`src/rtl/winocnn_mem_pkg.sv`:
```
// rtl/winocnn_mem_pkg.sv - shared scan-memory types and default sizes
package winocnn_mem_pkg;

  typedef enum logic [1:0] {
    ST_IDLE  = 2'd0,
    ST_SCAN  = 2'd1,
    ST_DRAIN = 2'd2
  } scan_state_t;

  localparam int WORD_WIDTH_D = 512;
  localparam int NUM_ROWS_D   = 128;
  localparam int ROW_ADDR_W   = 8;

endpackage

```
`src/rtl/rr_arbiter.sv`:
```
// rtl/rr_arbiter.sv - round-robin arbiter with registered priority pointer
module rr_arbiter #(
  parameter int NUM_REQ = 2
) (
  input  logic                       clock,
  input  logic                       reset,
  input  logic [NUM_REQ-1:0]         req,
  input  logic                       update_en,
  output logic [NUM_REQ-1:0]         grant,
  output logic [$clog2(NUM_REQ)-1:0] ptr
);

  localparam int PTR_W = $clog2(NUM_REQ);

  logic [PTR_W-1:0] gidx;
  logic             found;

  // Search upward from the pointer, wrapping, and take the first requester.
  always_comb begin
    grant = '0;
    gidx  = '0;
    found = 1'b0;
    for (int k = 0; k < NUM_REQ; k++) begin
      if (!found && req[(int'(ptr) + k) % NUM_REQ]) begin
        grant[(int'(ptr) + k) % NUM_REQ] = 1'b1;
        gidx  = PTR_W'((int'(ptr) + k) % NUM_REQ);
        found = 1'b1;
      end
    end
  end

  always_ff @(posedge clock) begin
    if (reset) begin
      ptr <= '0;
    end else if (update_en && found) begin
      ptr <= (gidx == PTR_W'(NUM_REQ - 1)) ? '0 : gidx + 1'b1;
    end
  end

endmodule

```
`src/rtl/mem_scan_scheduler.sv`:
```
// rtl/mem_scan_scheduler.sv - round-robin burst scheduler for the shared scan memory
module mem_scan_scheduler
  import winocnn_mem_pkg::*;
#(
  parameter int WORD_WIDTH = WORD_WIDTH_D,
  parameter int NUM_ROWS   = NUM_ROWS_D,
  parameter int ADDR_WIDTH = ROW_ADDR_W,
  parameter int NUM_REQ    = 2
) (
  input  logic                               clock,
  input  logic                               reset,
  input  logic [NUM_REQ-1:0]                 req_valid,
  input  logic [NUM_REQ-1:0][ADDR_WIDTH-1:0] req_start_row,
  input  logic [NUM_REQ-1:0][ADDR_WIDTH-1:0] req_last_row,
  output logic [NUM_REQ-1:0]                 req_ready,
  output logic                               mem_scan_en,
  output logic [ADDR_WIDTH-1:0]              mem_row,
  input  logic [WORD_WIDTH-1:0]              mem_data_in,
  output logic [WORD_WIDTH-1:0]              rd_data,
  output logic [NUM_REQ-1:0]                 rd_valid,
  output logic                               rd_last,
  output logic                               busy
);

  localparam int PTR_W = $clog2(NUM_REQ);
  localparam logic [ADDR_WIDTH-1:0] MAX_ROW = ADDR_WIDTH'(NUM_ROWS - 1);

  scan_state_t             state;
  logic                    idle;
  logic [NUM_REQ-1:0]      grant;
  logic [NUM_REQ-1:0]      grant_q;
  logic [PTR_W-1:0]        rr_ptr;
  logic [ADDR_WIDTH-1:0]   sel_start;
  logic [ADDR_WIDTH-1:0]   sel_last;
  logic [ADDR_WIDTH-1:0]   clamp_last;
  logic [ADDR_WIDTH-1:0]   cur_row;
  logic [ADDR_WIDTH-1:0]   last_row;
  logic                    pipe_valid;
  logic                    pipe_last;
  logic [NUM_REQ-1:0]      pipe_grant;

  assign idle = (state == ST_IDLE);

  // Requests are masked outside IDLE so the grant doubles as req_ready.
  rr_arbiter #(.NUM_REQ(NUM_REQ)) u_arb (
    .clock     (clock),
    .reset     (reset),
    .req       (req_valid & {NUM_REQ{idle}}),
    .update_en (idle),
    .grant     (grant),
    .ptr       (rr_ptr)
  );

  assign req_ready = grant;

  always_comb begin
    sel_start = '0;
    sel_last  = '0;
    for (int i = 0; i < NUM_REQ; i++) begin
      if (grant[i]) begin
        sel_start = sel_start | req_start_row[i];
        sel_last  = sel_last  | req_last_row[i];
      end
    end
  end

  // Clip to the memory, then collapse an inverted range to the start row.
  always_comb begin
    clamp_last = (sel_last > MAX_ROW) ? MAX_ROW : sel_last;
    if (clamp_last < sel_start) begin
      clamp_last = sel_start;
    end
  end

  always_ff @(posedge clock) begin
    if (reset) begin
      state    <= ST_IDLE;
      grant_q  <= '0;
      cur_row  <= '0;
      last_row <= '0;
    end else begin
      case (state)
        ST_IDLE: begin
          if (|grant) begin
            grant_q  <= grant;
            cur_row  <= sel_start;
            last_row <= clamp_last;
            state    <= ST_SCAN;
          end
        end
        ST_SCAN: begin
          if (cur_row == last_row) begin
            state <= ST_DRAIN;
          end else begin
            cur_row <= cur_row + 1'b1;
          end
        end
        ST_DRAIN: state <= ST_IDLE;
        default:  state <= ST_IDLE;
      endcase
    end
  end

  assign mem_scan_en = (state == ST_SCAN);
  assign mem_row     = mem_scan_en ? cur_row : '0;
  assign busy        = !idle;

  // Tag pipe lines up with the one-cycle memory read latency.
  always_ff @(posedge clock) begin
    if (reset) begin
      pipe_valid <= 1'b0;
      pipe_last  <= 1'b0;
      pipe_grant <= '0;
    end else begin
      pipe_valid <= mem_scan_en;
      pipe_last  <= mem_scan_en && (cur_row == last_row);
      pipe_grant <= grant_q;
    end
  end

  assign rd_data  = mem_data_in;
  assign rd_valid = pipe_valid ? pipe_grant : '0;
  assign rd_last  = pipe_last;

  a_start_in_range: assert property (@(posedge clock) disable iff (reset)
    (|req_ready) |-> (32'(sel_start) < NUM_ROWS));
  a_ptr_in_range: assert property (@(posedge clock) disable iff (reset)
    32'(rr_ptr) < NUM_REQ);

endmodule
```
`config.mk`:
```
export PLATFORM = sky130hd
export DESIGN_NAME = mem_scan_scheduler
export DESIGN_NICKNAME = d
export VERILOG_FILES = /design/src/rtl/winocnn_mem_pkg.sv /design/src/rtl/rr_arbiter.sv /design/src/rtl/mem_scan_scheduler.sv
export SDC_FILE = /design/constraint.sdc
export NUM_CORES = 1
export LEC_CHECK = 0
export BUFFER_PORTS_ARGS = -buffer_cell sky130_fd_sc_hd__buf_2
export CORE_AREA = 3 3 420 422
export CTS_CLUSTER_SIZE = 30
export DETAILED_ROUTE_END_ITERATION = 8
export DIE_AREA = 0 0 423 425
export PLACE_DENSITY = 0.3
export REMOVE_ABC_BUFFERS = 1
export SYNTH_ARGS = -nofsm -noshare
export SYNTH_HDL_FRONTEND = slang
export SYNTH_SLANG_ARGS = --single-unit
```
`constraint.sdc`:
```
create_clock -name clock -period 9.28 [get_ports clock]
set_clock_uncertainty 0.15 [all_clocks]
set_input_delay 2.32 -clock clock [delete_from_list [all_inputs] [get_ports clock]]
set_output_delay 2.32 -clock clock [all_outputs]
set_load 0.02 [all_outputs]
```
==> results of run 1 <==
cell type report:
class	instances	area [um^2]	area share (%)
clock inverter	1	7.51	0.149
multi-input combinational	176	1180	23.5
clock buffer	3	75.1	1.49
timing repair buffer	57	303	6.03
sequential	25	500	9.96
inverter	13	48.8	0.971
tap	2325	2910	57.9
worst max-delay path: stages:
cell	delay, ps
buf_2	120
nor3b_4	260
nand2_1	340
inv_2	260
buf_2	200
synthesized netlist by cell type (3+ instances only):
library cell	n	area, um^2
a221oi_2	3	45.0
a21boi_0	3	22.5
nor2_1	29	109
dfxtp_1	25	500
nor3_1	7	35.0
inv_1	11	41.3
a31oi_1	3	18.8
xor2_1	8	70.1
a22oi_1	3	22.5
a221oi_1	4	35.0
nand2b_1	3	18.8
o21ai_0	8	40.0
a311oi_2	3	45.0
and2_1	9	56.3
a21oi_1	20	100
a32o_1	3	30.0
nor2b_1	3	18.8
nand2_1	11	41.3
a311oi_1	3	26.3
buf_4	513	3850
clkbuf_1	4	15.0
nand3_1	5	25.0
ha_1	8	100
a22o_1	5	43.8
o22ai_1	10	62.6
nand4_1	4	25.0
worst paths after layout:
| kind | to | slack (ps) | depth (start not counted) |
|---|---|---|---|
| worst max register to register | last_row[3] | 5400 | 11 |
| worst min register to register | grant_q[1] | 320 | 2 |
| worst min-delay path | grant_q[1] | 320 | 2 |
| worst max-delay path | req_ready[1] | 3300 | 5 |
where the power goes:
part | total [mW] | internal [mW] | switching [mW]
clock network | 0.107 | 0.0589 | 0.0485
logic | 0.332 | 0.115 | 0.217
registers | 0.177 | 0.135 | 0.0416
kinds of logic (layout without fill, tap and decap cells):
| family | count (synthesis) | count (layout) | share of synthesized area (%) |
|---|---|---|---|
| adder cells (fa/ha/maj) | 8 | 8 | 1.78 |
| flip-flops | 25 | 25 | 8.90 |
| buffers and inverters | 534 | 74 | 70.1 |
| AO/OA/AOI/OAI | 80 | 80 | 10.8 |
| XOR/XNOR | 8 | 8 | 1.25 |
| other | 1 | 1 | 0.0667 |
| AND/OR/NAND/NOR | 79 | 79 | 7.17 |
registers in the layout (all words and copies together), names as in the netlist, named ones only:
register    cells
state           2
pipe_valid      1
grant_q         2
cur_row         8
last_row        8
pipe_grant      2
rd_last         1
layer usage:
layer | up-vias | GRT usage, % | share of wire (%)
met5 | - | 25.9 | 2.1
met4 | 82 | 22.7 | 9.6
met3 | 236 | 47.0 | 31
met2 | 2036 | 58.2 | 51
met1 | 1750 | 5.01 | 6.4
li1 | 941 | - | -
==> metrics list, run 1 <==
- In the final routed layout, each cell accounts on average for roughly 110 um.
- Routability-driven placement finished with a final weighted congestion of roughly 1.5.
- Post-synthesis instance total: around 740
- Entering global routing, the biggest net connects 20 pins.
* Routed wire length: 295 mm
- The first global-routing pass estimated 304 mm of wire.
- The synthesized design contains 25 register bits.
- Buffers inserted during clock tree synthesis total 3.
- The final count of hold timing violations came to 0.
- From bottom edge to top edge, the die measures 425 um.
* Hold Path Class: reg2reg
- Static leakage: 0.970 nW
* Number of buffers inserted for hold repair after clock tree synthesis: 0
- Worst slew pin tran: 1040 ps
- Number of cells after detailed placement: 2,596
* Syn. warnings: 0
- Dividing the detail-routed via count by the number of cells gives 1.94.
- Prior to clock tree synthesis, the placed netlist has a worst setup slack of 3300 ps.
* Number of clock sinks: 25
- Worst setup path category: in2out
- Via count of the first global-routing pass: between 3,000 and 4,000
- The region available for standard cell placement spans about 170,000 um^2.
- Overall Power: 616 uW
* CTS root buf: clkbuf_16
- Source-to-sink clock delay at the later pin of the worst-skew pair: 280 ps
- Diode count: 0
* # resized after CTS: 0
- Final-stage net count: 832
- For this run, asynchronously set or reset flops after synthesis account for 0%.
- Setup tns final: 0 ps
- Remaining design rule violation count: 0
- In this run the remaining antenna-violating nets after routing total 0.
* Max-cap violations: 0
* Count of different cell masters after synthesis: 46
- The die covers approximately 180,000 um^2.
- Top library cells by usage in the layout, fill and taps aside: buf_2 (50), nor2_1 (29), dfxtp_1 (25)
* Number of fill cells in the layout: around 21,000
- For the finished layout, the period the worst path requires is around 6000 ps.
* Placed inst area: between 4000 and 5000 um^2
- Status: completed
- The finished layout holds approximately 2,600 standard cells, fillers aside.
- Row generation in the floorplan step produced 153 rows.
- Mapped Avg Cell Area: 7.65 um^2
- Measured against its own limit, the worst slew margin works out to 30.3%.
- Fraction of the yosys area taken by sequential cells: slightly below 9%
* Portion of the clock cycle consumed by the worst path in the final layout: between 60% and 70%
* Most frequent standard cell in the layout excluding fill and tap cells: buf_2
- Peak supply drop: approximately 0.00007 V
* Number of pins with negative max-slew slack in the final report: 0
- Post-Route Hold Slack: roughly 320 ps
- Post-route cell area: roughly 5000 um^2
* Number of endpoints failing setup at the final stage: 0
- For this design the top-level I/O count stands at 1,075.
- Post-Route Utilization: under 10%
- Cells with a size suffix above 1 make up between 20% and 30% of the layout.
- F_max: 0.167 GHz
* Most used DFF post-synth: dfxtp_1
- Kind of launch point of the worst setup path: primary input
- Critical Path RT: about 7000 ps
* Vias: roughly 5,000
- Total global routing track utilization: 31.6%
- Least setup slack across all paths after layout: 3300 ps
* Die extent in x: 423 um
- Total congestion overflow: 0
* Number of buffers inserted by post-CTS setup repair: 0
* Post-synth design cell area: around 5600 um^2
- In this run the number of H-tree levels came out at 1.
- In this run the power density over the cells is 123 nW/um^2.
* Iteration-0 DRC Markers: 909
- Syn-to-layout area delta: -10.6%
* Crit path from: req_valid[1]
* Clock slew seen by the registers of the worst setup and hold paths: around 80 ps
* Hold Startpoint: grant_q[1]
- Setup repair after global routing left no endpoint under its margin.
- Count of input and output buffers: 50
- Initial antenna violation count: 11
- Critical-path maximum fanout: 9
- Bufs on Longest Clock Path: 2
* Count of flip-flops with a built-in enable after synthesis: 0
- Detailed placer's ending HPWL: a little under 300 mm
* CP endpoint kind: primary output
- Pre-Repair DR Iteration Count: 4
- TritonCTS built the clock tree.
- Arrival time of data at the critical path endpoint: between 3000 and 4000 ps
* Effective utilization at floorplan: 3.24%
* Source of the worst register-to-register timing path: state[0]
Power figures use the tool's default switching activity.
==> run 2, diff against run 1 <==
Settings changed: CORE_AREA 3 3 420 422 to 3 3 423 425, DIE_AREA 0 0 423 425 to 0 0 426 428.
Clock period 9.28 ns to 5.83 ns, I/O delays scaled along.
==> run 2 against run 1 <==
  * Critical path type is now in2reg
  * Clock-buffer cell count unchanged
  * Setup slack worse by 2000 ps
  * Utilization about the same
  * Largest power group unchanged
  * Die area is 1.4% higher
  * Design area increased by 0.97%
  * Routed wire length is 0.15% higher
  * Critical path depth up 8
  * Register-to-register slack worse by 3200 ps
  * Sequential power grew 58%
  * Non-clock buffer count up 4
  * Critical endpoint is now last_row[0]
  * Global-route usage shrank 0.35 points
  * Combinational power rose by 60%
==> metrics list, run 2 (synthesis results as in run 1) <==
- Status: completed
- Final-stage net count: ~840
- During placement, the flow inserted port buffers numbering 50.
- Fraction of final layout cells with drive strength greater than 1: between 20% and 30%
* # resized after CTS: 0
- The number of antenna violations at the first check in global routing was 10.
- At the pin with the least slew margin, the transition time is between 600 and 700 ps.
- Routed wire length per instance: around 110 um
- TritonCTS created 3 clock buffers.
* Static leakage: 0.991 nW
- The final count of pins violating max slew is 0.
- TritonCTS built the clock tree.
- Most frequent standard cell in the layout excluding fill and tap cells: buf_2
* Critical Path RT: 5820 ps
* Detailed placer's ending HPWL: 292 mm
* CTS root buf: clkbuf_16
* Setup repair after global routing missed its margin: no
* Least setup slack across all paths after layout: about 1300 ps
* Clock slew seen by the registers of the worst setup and hold paths: 80 ps
- After layout, the worst path uses between 70% and 80% of the clock period.
- For this configuration, the core starts out at a cell density of 3.20%.
- The worst setup path is captured at a flop.
* Number of buffers inserted by post-CTS setup repair: 0
* Kind of launch point of the worst setup path: primary input
* Number of hold violations in the final report: 0
* CTS H-Tree Depth: 1
* Total congestion overflow: 0
* Worst slack at placement: about 1100 ps
- Die extent in x: 426 um
- Hold repair after CTS inserted 0 buffers.
- The first detailed-routing pass ran for 4 iterations.
- Placeable core region: 176,000 um^2
- After detailed routing, the number of vias per cell comes to between 1.5 and 2.
- Data arrives at the worst endpoint at approximately 4500 ps.
- Post-route non-filler standard cell count: 2,619
- Source-to-sink clock delay at the later pin of the worst-skew pair: between 200 and 300 ps
- The initialized floorplan defines between 150 and 200 standard-cell rows.
- Top library cells by usage in the layout, fill and taps aside: buf_2 (50), nor2_1 (29), dfxtp_1 (25)
* Antenna-violating nets left: 0
- Reg-to-reg slack, setup: 2200 ps
- Pwr dens: just under 200 nW/um^2
- In this run, placement finished with an instance count of 2,615.
- Cells fill 2.89% of the core in the end.
- F_max: approximately 0.22 GHz
- Pin count of the biggest net entering global routing: 20
* Diode count: 0
- Die Outline Area: between 150,000 and 200,000 um^2
* Iteration-0 DRC Markers: about 790
- Vias: between 5,000 and 6,000
* Overall die height: 428 um
- The final layout contains routed wiring with a total length of between 200 and 300 mm.
- Setup violations remaining at the end of the flow were counted as 0.
* Bufs on Longest Clock Path: 2
* Setup tns final: 0 ps
- Wire length of the first global-routing pass: 305 mm
* Placer Congestion: around 1.4
- Remaining design rule violation count: 0
* Number of clock sinks: 25
- The path class of the tightest hold or removal check is reg2reg.
- Worst slew slack as a fraction of its limit: 54.6%
- Subtracting the final worst setup slack from the clock period gives between 4000 and 5000 ps.
* # IOs: between 1,000 and 1,500
* Total global routing track utilization: 31.3%
* Peak supply drop: between 0.0001 and 0.00015 V
* Critical-path maximum fanout: 9
- The number of global-route vias before repair is 3,908.
- Worst setup path category: in2reg
* Syn-to-layout area delta: -9.75%
- Largest registers ranked by flip-flop count: cur_row x8, last_row x8
- Across the run, the number of max-cap violations was 0.
run 2: changes by cell type in the layout (fill, tap and decap cells not counted):
cell / delta
buf_4: +4
run 2: worst max-delay path: stages:
cell and delay [ps]:
buf_2 130, nor3b_2 260, nand2_1 330, inv_2 260
a22o_1 230, inv_1 60, ha_1 340, a21oi_1 160
a31oi_1 170, a2111oi_4 550, buf_4 290, and2_1 190
o22ai_1 90
run 2: path summary, 6_finish.rpt:
path         cells past startpoint         start          end
max                             13  req_valid[0]  last_row[0]
min                              2    grant_q[1]   grant_q[1]
max reg2reg                     12      state[0]  last_row[0]
min reg2reg                      2    grant_q[1]   grant_q[1]
run 2: layout make-up:
type                    instances  area (um^2)
inverters                      13         48.8
fillers                     21100       171000
well taps                    2340         2930
flip-flops and latches         25          500
repair buffers                 61          333
clock inverters                 1         7.51
multi-input cells             176         1180
clock buffers                   3         75.1
run 2: power by group:
group          switching [mW]  internal, mW  total [mW]
combinational           0.341         0.189       0.530
sequential             0.0637         0.215       0.279
clock                  0.0746        0.0936       0.168
total                   0.479         0.498       0.977
run 2: routing by layer:
metal / wire length, um / global-route usage, % / vias to the layer above
met4: 27700 / 23.1 / 72
met3: 92500 / 46.9 / 246
met2: 151000 / 56.9 / 2103
met5: 5950 / 24.3 / -
li1: - / - / 948
met1: 17700 / 4.73 / 1859
run 2: per-stage QoR:
step,hold slack [ps],power [mW],instance area (um^2)
2_1_floorplan,276,0.601,1730
3_3_place_gp,309,0.828,4990
3_5_place_dp,301,0.818,4990
4_1_cts,311,0.987,5070
5_1_grt,338,1.05,5070
6_report,312,0.977,5070
==> run 3, diff against run 2 <==
Settings changed: ABC_AREA from default to 1, CORE_AREA 3 3 423 425 to 3 3 421 423, DIE_AREA 0 0 426 428 to 0 0 424 426.
Clock period 5.83 ns to 3.8 ns, I/O delays scaled along.
==> run 3 against run 2 <==
  * First-iteration DRC count down 21%
  * Hold slack worse by 37 ps
  * Combinational power is 7.7% higher
  * Flip-flop and latch count unchanged
  * Sequential share of layout area rose by 0.19 points
  * Critical path depth is 4 higher
  * Register-to-register slack got worse by 1400 ps
  * Design area shrank 1.9%
  * Utilization about the same
  * Sequential power increased by 29%
  * Routed wire length is 1.8% lower
  * Critical path type unchanged
  * Critical endpoint is now last_row[1]
  * Largest power group unchanged
==> metrics list, run 3 <==
* Status: completed
- The tool flagged a number of max-cap violations equal to 0.
- The synthesized netlist occupies a cell area of around 5600 um^2.
* Final critical delay including setup and external delays: approximately 3200 ps
- The critical path starts at req_valid[1].
- From synthesis to final layout, the design area changed by -10.9%.
* Combinational cell fraction of total power: 48.4%
- Count of input and output buffers: 50
* Least setup slack across all paths after layout: approximately 600 ps
- Per-cell via count in the routed design: around 1.8
* Critical-path maximum fanout: 14
* Count of different cell masters after synthesis: 34
* Post-Route Utilization: under 10%
- Largest registers ranked by flip-flop count: cur_row x8, last_row x8
* Number of endpoints failing setup at the final stage: 0
- Summed over all layers, the global routing overflow is 0.
- Pwr dens: 237 nW/um^2
* Pin count of the biggest net entering global routing: 16
* Proportion of netlist area held by the largest area contributor: between 60% and 70%
- Asr flop ratio synth: 0%
- Post-synthesis instance total: about 760
- In this run, synthesis produced a sequential element count of 25.
- Final-stage net count: 860
- The worst register-to-register path has a depth of 16.
* Routed wire length per instance: ~110 um
- Met3 wire len: between 90 and 100 mm
- Count of flip-flops with a built-in enable after synthesis: 0
- The library cell used most frequently in the layout, excluding fill and tap cells, is buf_2.
* CP endpoint kind: flop
* Diode count: 0
- By area the synthesized netlist is led by buf_4 (69%), dfxtp_1 (9.0%), nand2_1 (3.2%), inv_1 (3.1%), ha_1 (1.8%).
* Reg-to-reg slack, setup: ~850 ps
- buf_4 takes more of the synthesized area than any other cell.
- After detailed routing, no signal wire sits above met5.
- Post-Route Hold Slack: ~280 ps
- Kind of launch point of the worst setup path: primary input
- Arrival time of data at the critical path endpoint: between 3000 and 4000 ps
* Switching Power: about 520 uW
* Hold Path Class: reg2reg
- Top library cells by usage in the layout, fill and taps aside: buf_2 (50), nand2_1 (47), inv_1 (46)
* Number of pins with negative max-slew slack in the final report: 0
* Peak supply drop: about 0.00018 V
- The clock drives 25 sinks.
* Pre-Repair DR Iteration Count: 4
- The analysis attributes to cell leakage a power of 1.10 nW.
- For this block, wires on met1 add up to roughly 17 mm.
- F_max: 0.314 GHz
- From bottom edge to top edge, the die measures about 430 um.
- Number of buffers inserted by post-CTS setup repair: 0
- Most frequent cells after synthesis: buf_4 (513), nand2_1 (47), inv_1 (46), dfxtp_1 (25)
- For this configuration, the core starts out at a cell density of 3.21%.
* Switching Fraction: a little over two fifths
* Bufs on Longest Clock Path: 2
- Vias: approximately 4,800
- The first global-routing pass estimated approximately 300 mm of wire.
- The routed design has 290 mm of wire.
- Mapped Avg Cell Area: between 7 and 8 um^2
- TritonCTS clock tree: yes
- approximately 1,100 I/O pins were placed.
- Yosys instantiated no cell more often than buf_4.
- Via count of the first global-routing pass: 3,538
- Placer Congestion: 1.49
- Total global routing track utilization: a little under a third
- Among all flip-flop cells after synthesis, the most frequent one is dfxtp_1.
- Routed wl met2: roughly 150 mm
- Syn. warnings: 0
- Critical Path RT: ~3800 ps
- Portion of the clock cycle consumed by the worst path in the final layout: 83.8%
* Relative contribution of the clock network to total power: roughly a fifth
- Overall Power: around 1.2 mW
- Antenna-violating nets left: 0
* Source of the worst register-to-register timing path: state[0]
- Summed over all failing endpoints, the final setup total negative slack is 0 ps.
* Worst slack at placement: a little under 400 ps
* Remaining design rule violation count: 0
- Fraction of the yosys area taken by sequential cells: 8.96%
- In this run, post-CTS hold repair placed 0 buffers.
* Source-to-sink clock delay at the later pin of the worst-skew pair: roughly 260 ps
- TritonCTS buffer count: 3
- Cell internal power was estimated by the tool at between 600 and 700 uW.
- Number of hold violations in the final report: 0
- The worst register-to-register path ends at last_row[1].
* Die Outline Area: between 150,000 and 200,000 um^2
- The detailed router finished its first iteration with a little over 600 violations.
- The tree is rooted in a clkbuf_16.
* Clock slew seen by the registers of the worst setup and hold paths: about 70 ps
* Worst setup path category: in2reg
- CTS H-Tree Depth: 1
- The number of antenna violations at the first check in global routing came to 0.
- # resized after CTS: 0
* Standard-cell row count: about 150
- Fraction of final layout cells with drive strength greater than 1: between 20% and 30%
- Die extent in x: 424 um
* Placeable core region: about 170,000 um^2
- Relative contribution of sequential cells to total power: 30.6%
- Crit path to: last_row[1]
- After legalization and detailed placement, the total HPWL measured around 290 mm.
* Setup repair after global routing missed its margin: no
-- run 3: changes by cell type in the layout (fill, tap and decap cells not counted), moves of 9 or more --
| cell | before | now |
|---|---|---|
| inv_1 | 11 | 46 |
| nor2_1 | 29 | 17 |
| nand3_1 | 5 | 17 |
| and2_1 | 9 | 0 |
| a21oi_1 | 20 | 10 |
| nand2_1 | 11 | 47 |
-- run 3: layout make-up --
| class | count | area (um^2) |
|---|---|---|
| Inverter | 51 | 199 |
| Tap cell | 2325 | 2910 |
| Clock inverter | 1 | 5.00 |
| Multi-Input combinational cell | 170 | 1020 |
| Clock buffer | 3 | 75.1 |
| Timing Repair Buffer | 53 | 273 |
| Sequential cell | 25 | 500 |
| Fill cell | 21000 | 169000 |
-- run 3: stage by stage --
| stage | instances | instance area (um^2) |
|---|---|---|
| 2_1_floorplan | 246 | 1720 |
| 3_3_place_gp | 2624 | 4900 |
| 3_5_place_dp | 2624 | 4900 |
| 4_1_cts | 2628 | 4980 |
| 5_1_grt | 2628 | 4980 |
| 6_report | 2628 | 4980 |
-- run 3: worst max-delay path: stages --
cell	delay, ps
buf_2	110
nand2_1	60
inv_1	80
nor2_8	240
inv_1	160
o22ai_1	240
inv_1	80
ha_1	300
a21oi_1	150
nor2_1	60
a211oi_2	210
buf_4	230
nand2_4	90
nand2_1	70
nand3_1	70
nand2_1	60
inv_1	40
-- run 3: kinds of logic (layout without fill, tap and decap cells) --
family,count (synthesis),in the layout,synth area share (%)
DFF,25,25,8.96
AOI/OAI and AO/OA,41,41,4.73
other,1,1,0.0671
xor gates and xnor gates,10,10,1.57
adders and majority gates,8,8,1.79
and+or+nand+nor,110,110,10.1
buffers and inverters,568,108,72.8
-- run 3: worst min path at each step --
stage	slack [ps]	depth (start not counted)	from	to
after detailed placement	260	2	grant_q[0]	pipe_grant[0]
after floorplan	250	2	grant_q[0]	pipe_grant[0]
after CTS	270	2	grant_q[0]	pipe_grant[0]
after global placement	260	2	grant_q[0]	pipe_grant[0]
final	280	2	grant_q[0]	pipe_grant[0]
after global routing	300	2	grant_q[1]	pipe_grant[1]
-- run 3: power by group through the flow --
stage	combinational (mW)	clock, mW	sequential [mW]
after global placement	0.576	0	0.369
after floorplan	0.388	0	0.356
after global routing	0.638	0.259	0.368
after CTS	0.573	0.253	0.361
after detailed placement	0.571	0	0.367
final	0.571	0.248	0.361
-- run 3: per-layer routing --
layer	vias to the layer above	global-route usage (%)
met5	-	26.1
met4	88	24.8
met3	226	46.7
met2	1962	55.8
met1	1594	4.48
li1	918	-
